$ cat config.mk
export PLATFORM = sky130hd
export DESIGN_NAME = pair_drain_ctrl
export DESIGN_NICKNAME = d
export VERILOG_FILES = /design/src/rtl/pair_drain_pkg.sv /design/src/rtl/pair_drain_stats.sv /design/src/rtl/pair_drain_ctrl.sv
export SDC_FILE = /design/constraint.sdc
export NUM_CORES = 1
export LEC_CHECK = 0
export BUFFER_PORTS_ARGS = -buffer_cell sky130_fd_sc_hd__buf_4
export CORE_UTILIZATION = 43
export CTS_CLUSTER_DIAMETER = 80
export DETAILED_ROUTE_END_ITERATION = 8
export PLACE_DENSITY = 0.77
export RECOVER_POWER = 25
export SYNTH_ARGS = -nofsm -noshare
export SYNTH_HDL_FRONTEND = slang
export SYNTH_SLANG_ARGS = --single-unit
$ cat constraint.sdc
create_clock -name clk -period 1.6 [get_ports clk]
set_clock_uncertainty 0.05 [all_clocks]
set_input_delay 0.4 -clock clk [delete_from_list [all_inputs] [get_ports clk]]
set_output_delay 0.4 -clock clk [all_outputs]
set_load 0.02 [all_outputs]
$ cat src/rtl/pair_drain_pkg.sv
// Shared types and default widths for the two-lane pair drain controller.
package pair_drain_pkg;

    localparam int DATA_W = 64;
    localparam int CNT_W  = 32;

    localparam logic LANE_0 = 1'b0;
    localparam logic LANE_1 = 1'b1;

    typedef enum logic [1:0] {
        IDLE  = 2'd0,
        LAT   = 2'd1,
        SEND0 = 2'd2,
        SEND1 = 2'd3
    } state_t;

endpackage

$ cat src/rtl/pair_drain_stats.sv
// Pair and stall statistics counters; both wrap modulo 2^CNT_W.
module pair_drain_stats #(
    parameter int CNT_W = 32
) (
    input  logic             clk,
    input  logic             rst,
    input  logic             pair_done,
    input  logic             stall,
    output logic [CNT_W-1:0] pair_count,
    output logic [CNT_W-1:0] stall_count
);

    localparam logic [CNT_W-1:0] ONE = CNT_W'(1);

    always_ff @(posedge clk or negedge rst) begin
        if (!rst) begin
            pair_count  <= '0;
            stall_count <= '0;
        end else begin
            if (pair_done) pair_count  <= pair_count + ONE;
            if (stall)     stall_count <= stall_count + ONE;
        end
    end

endmodule

$ cat src/rtl/pair_drain_ctrl.sv
// Pops lane pairs from the two-lane FIFO and serializes them lane 0 then lane 1.
// Statistics counters are built only when PAIR_DRAIN_STATS_EN is defined.
//
//   state | meaning
//   IDLE  | no pair held; pop when drain enabled and FIFO not empty
//   LAT   | FIFO read latency; capture both lanes
//   SEND0 | present lane 0 word
//   SEND1 | present lane 1 word; prefetch next pair on handshake
module pair_drain_ctrl #(
    parameter int DATA_W = pair_drain_pkg::DATA_W,
    parameter int CNT_W  = pair_drain_pkg::CNT_W
) (
    input  logic              clk,
    input  logic              rst,
    input  logic              drain_en_in,
    input  logic              fifo_empty_in,
    output logic              fifo_read_en_out,
    input  logic [DATA_W-1:0] fifo_data_1_in,
    input  logic [DATA_W-1:0] fifo_data_0_in,
    output logic              out_valid_out,
    input  logic              out_ready_in,
    output logic [DATA_W-1:0] out_data_out,
    output logic              out_lane_out,
    output logic              idle_out,
    output logic [CNT_W-1:0]  pair_count_out,
    output logic [CNT_W-1:0]  stall_count_out
);

    import pair_drain_pkg::*;

    state_t            state;
    state_t            next_state;
    logic [DATA_W-1:0] lane0_q;
    logic [DATA_W-1:0] lane1_q;
    logic              pop_ok;

    // Empty is only consulted at a pop decision, never while a pair is in flight.
    assign pop_ok = drain_en_in & ~fifo_empty_in;

    always_ff @(posedge clk or negedge rst) begin
        if (!rst) begin
            state <= IDLE;
        end else begin
            state <= next_state;
        end
    end

    always_ff @(posedge clk or negedge rst) begin
        if (!rst) begin
            lane0_q <= '0;
            lane1_q <= '0;
        end else if (state == LAT) begin
            lane0_q <= fifo_data_0_in;
            lane1_q <= fifo_data_1_in;
        end
    end

    always_comb begin
        next_state = state;
        case (state)
            IDLE:    if (pop_ok) next_state = LAT;
            LAT:     next_state = SEND0;
            SEND0:   if (out_ready_in) next_state = SEND1;
            SEND1:   if (out_ready_in) next_state = pop_ok ? LAT : IDLE;
            default: next_state = IDLE;
        endcase
    end

    always_comb begin
        fifo_read_en_out = 1'b0;
        out_valid_out    = 1'b0;
        out_data_out     = '0;
        out_lane_out     = LANE_0;
        idle_out         = 1'b0;
        case (state)
            IDLE: begin
                fifo_read_en_out = pop_ok;
                idle_out         = 1'b1;
            end
            SEND0: begin
                out_valid_out = 1'b1;
                out_data_out  = lane0_q;
                out_lane_out  = LANE_0;
            end
            SEND1: begin
                out_valid_out    = 1'b1;
                out_data_out     = lane1_q;
                out_lane_out     = LANE_1;
                fifo_read_en_out = out_ready_in & pop_ok;
            end
            default: ;
        endcase
    end

`ifdef PAIR_DRAIN_STATS_EN
    pair_drain_stats #(
        .CNT_W (CNT_W)
    ) u_stats (
        .clk         (clk),
        .rst         (rst),
        .pair_done   (state == SEND1 && out_ready_in),
        .stall       (out_valid_out && !out_ready_in),
        .pair_count  (pair_count_out),
        .stall_count (stall_count_out)
    );
`else
    assign pair_count_out  = '0;
    assign stall_count_out = '0;
`endif

endmodule
==> results.toml <==
[setup_path]
slowest_stage = "dfrtp_2"
worst-endpoint-arrival_ps = 1700
startpoint_type = "flip-flop"
cp_max_fo = 28
timing_worst_setup_path_type = "flip-flop to output port"
slowest_delay_ps = 450
path_cells = "ha_4 > buf_12 > a22o_4 > buf_6"
endpoint_kind = "output port"
worstPathRequired_ps = 1150

[power]
leakagePower_uw = 0.00509
total_power_uw = 26000
ir_drop_mv = 1.38
p_per_area_nw_per_um2 = 2520

[clock_tree]
cts_buffers = 17
ctsHtreeMaxLevel = 4
clockBufferDepth = 2
insertion_delay_ps = 410
tritoncts = "built"
cts.sinks = 130
clk_pin_slew_worst_paths_ps = 60
cts-root-buf = "clkbuf_16"

[place]
dp.cells = 805
post-dp-hpwl_um = 10300
gp_congestion = 0.738
io_buffers = 200

[detailed_routing]
antenna_left = 0
vias = 4512
routed_wl_um = 18900
wl_per_cell_um = 21.4
drc_errors = 0
drt-pass1-iter-count = 6
drtIter0Drc = 147
vias_per_cell = 5.10

[sta]
finalHoldViolations = 0
setup_ws_ps = -550
setup_viol = 198
max_freq_mhz = 465
slew_headroom_pct = 45.9
slew_viol_final = 0
period_share_pct = 134
finalCriticalPeriod_ps = 2150
tightest_slew_ps = 812
rsz0062_at_grt = "yes"

[floorplanning]
dieWidth_um = 121
die_y_um = 121
coreArea_um2 = 13800
start_util_pct = 43.8
dieArea_um2 = 14600
boundaryPins = 265
num_rows = 43

[synthesis]
synth-seq-area-share_pct = 53.7
synth_area_leaders = "dfrtp_1 (54%), mux2_2 (24%), buf_4 (9.4%)"
synth_top_cell_area_share_pct = 53.7
ys_seq_elements = 130
ys_warn_count = 0
yosys.area.top_type = "dfrtp_1"
syn_avg_cell_area_um2 = 14.0
synth_area_um2 = 6060
postSynthCellCount = 434
synth.distinct_cells = 20

[finish]
syn_to_final_growth_pct = 70.3
regArea_um2 = 3250
drive_above_1_share_pct = 69.2
diodes = 0
stdcell_count = 885
multi_input_area_um2 = 3410
nets = 830
final.fill_count = 832

[global_routing]
antenna_found_initial = 0
grt_pass1_wl_um = 27700
grt_max_degree = 33
grt.total_usage_pct = 25.7
grt_pass1_vias = 4965
grt_remaining_overflow = 0

[run]
maxCapViolations = 0

[worst_hold_path]
hold_path_class = "input pin to flip-flop"

[outcome]
status = "finished, violations left"
violations = "negative setup slack"
## critical path: cells and delay by family (launching register included)
kind / cells / cell delay, ps
AOI/OAI and AO/OA: 1 / 260
adders and majority gates: 1 / 240
buffers and inverters: 2 / 330
DFF: 1 / 450
## registers in the layout, summed over array words and instances (netlist names)
| name | flops |
|---|---|
| lane0_q | 64 |
| state | 2 |
| lane1_q | 64 |
## repair_timing
action | 4_1_cts | 5_1_grt
pin swaps | 4 | 1
setup endpoints to repair | 198 | 198
buffers inserted | 28 | 10
hold buffers | 1 | 0
gates resized for setup | 177 | 92
cloned | 18 | 4
hold endpoints to repair | 21 | 0
## layer usage
layer | global-route usage (%) | vias up | wire length, um
li1 | - | 1968 | -
met1 | 30.1 | 2314 | 7520
met2 | 44.5 | 200 | 9850
met3 | 7.59 | 30 | 1230
met4 | 9.03 | 0 | 357
met5 | 0 | - | 0
## final timing paths
check / slack, ps / depth (start not counted) / startpoint / to
max: -550 / 4 / state[1]$_DFFE_PN0P_ / out_data_out[10]
min: 160 / 2 / fifo_data_0_in[50] / lane0_q[50]$_DFFE_PN0N_
max reg2reg: -260 / 9 / state[1]$_DFFE_PN0P_ / lane0_q[43]$_DFFE_PN0N_
min reg2reg: 460 / 1 / lane1_q[45]$_DFFE_PN0N_ / lane1_q[45]$_DFFE_PN0N_
max in group asynchronous: 80 / 3 / rst / lane0_q[34]$_DFFE_PN0N_
min in group asynchronous: 560 / 2 / rst / lane0_q[35]$_DFFE_PN0N_
## where the power goes
part	switching [uW]	leakage [uW]	internal, uW
clock	1420	0.000262	2200
sequential	1350	0.00151	5040
combinational	6270	0.00331	9670
total	9040	0.00509	16900
## per-stage QoR
stage          setup slack, ps  cell area [um2]  hold WS, ps  utilization [%]  setup TNS, ps
6_report                  -550            10300          159             74.6         -57670
5_1_grt                   -599            10300          146             74.6         -65590
4_1_cts                   -557            10100          144             73.1         -58860
3_5_place_dp              -195             8140          323             58.9         -13540
3_3_place_gp              -103             8140          315             58.9          -6700
2_1_floorplan            -64.4             6850         54.4                -          -2900
## synthesized netlist by cell type, drive strengths merged
cell	count
a2111oi	1
clkbuf	3
nor3	1
inv	2
buf	89
and3b	1
dfrtp	130
ha	5
a21oi	2
a22o	64
conb	1
o21ba	1
mux2	129
nand2b	1
nor2	1
or2	1
o21ai	1
a2111o	1
## cell families after synthesis
group,count (synthesis),share of synthesized area (%)
AOI/OAI and AO/OA,70,9.99
adders and majority gates,5,1.03
buffers and inverters,94,10.8
DFF,130,53.7
muxes,129,24.0
other,1,0.0619
and+or+nand+nor,5,0.495
## cell usage in the layout, fill, tap and decap left out, drive strengths merged
| master | n |
|---|---|
| a2111o | 1 |
| a2111oi | 1 |
| a21oi | 2 |
| a22o | 64 |
| and3b | 1 |
| buf | 262 |
| bufinv | 1 |
| clkbuf | 27 |
| clkinv | 5 |
| clkinvlp | 4 |
| conb | 64 |
| dfrtp | 130 |
| dlygate4sd3 | 1 |
| ha | 5 |
| inv | 2 |
| mux2 | 129 |
| nand2b | 1 |
| nor2 | 1 |
| nor3 | 1 |
| o21ai | 1 |
| o21ba | 1 |
| or2 | 1 |
## cell type report
| type | instances | area share, % |
|---|---|---|
| Timing Repair Buffer | 268 | 27.8 |
| Clock inverter | 10 | 0.824 |
| Multi-Input combinational cell | 273 | 33.0 |
| Clock buffer | 22 | 4.50 |
| Inverter | 2 | 0.121 |
| Sequential cell | 130 | 31.5 |
| Tap cell | 180 | 2.18 |
Note: power is estimated with default switching activity, not from simulation.
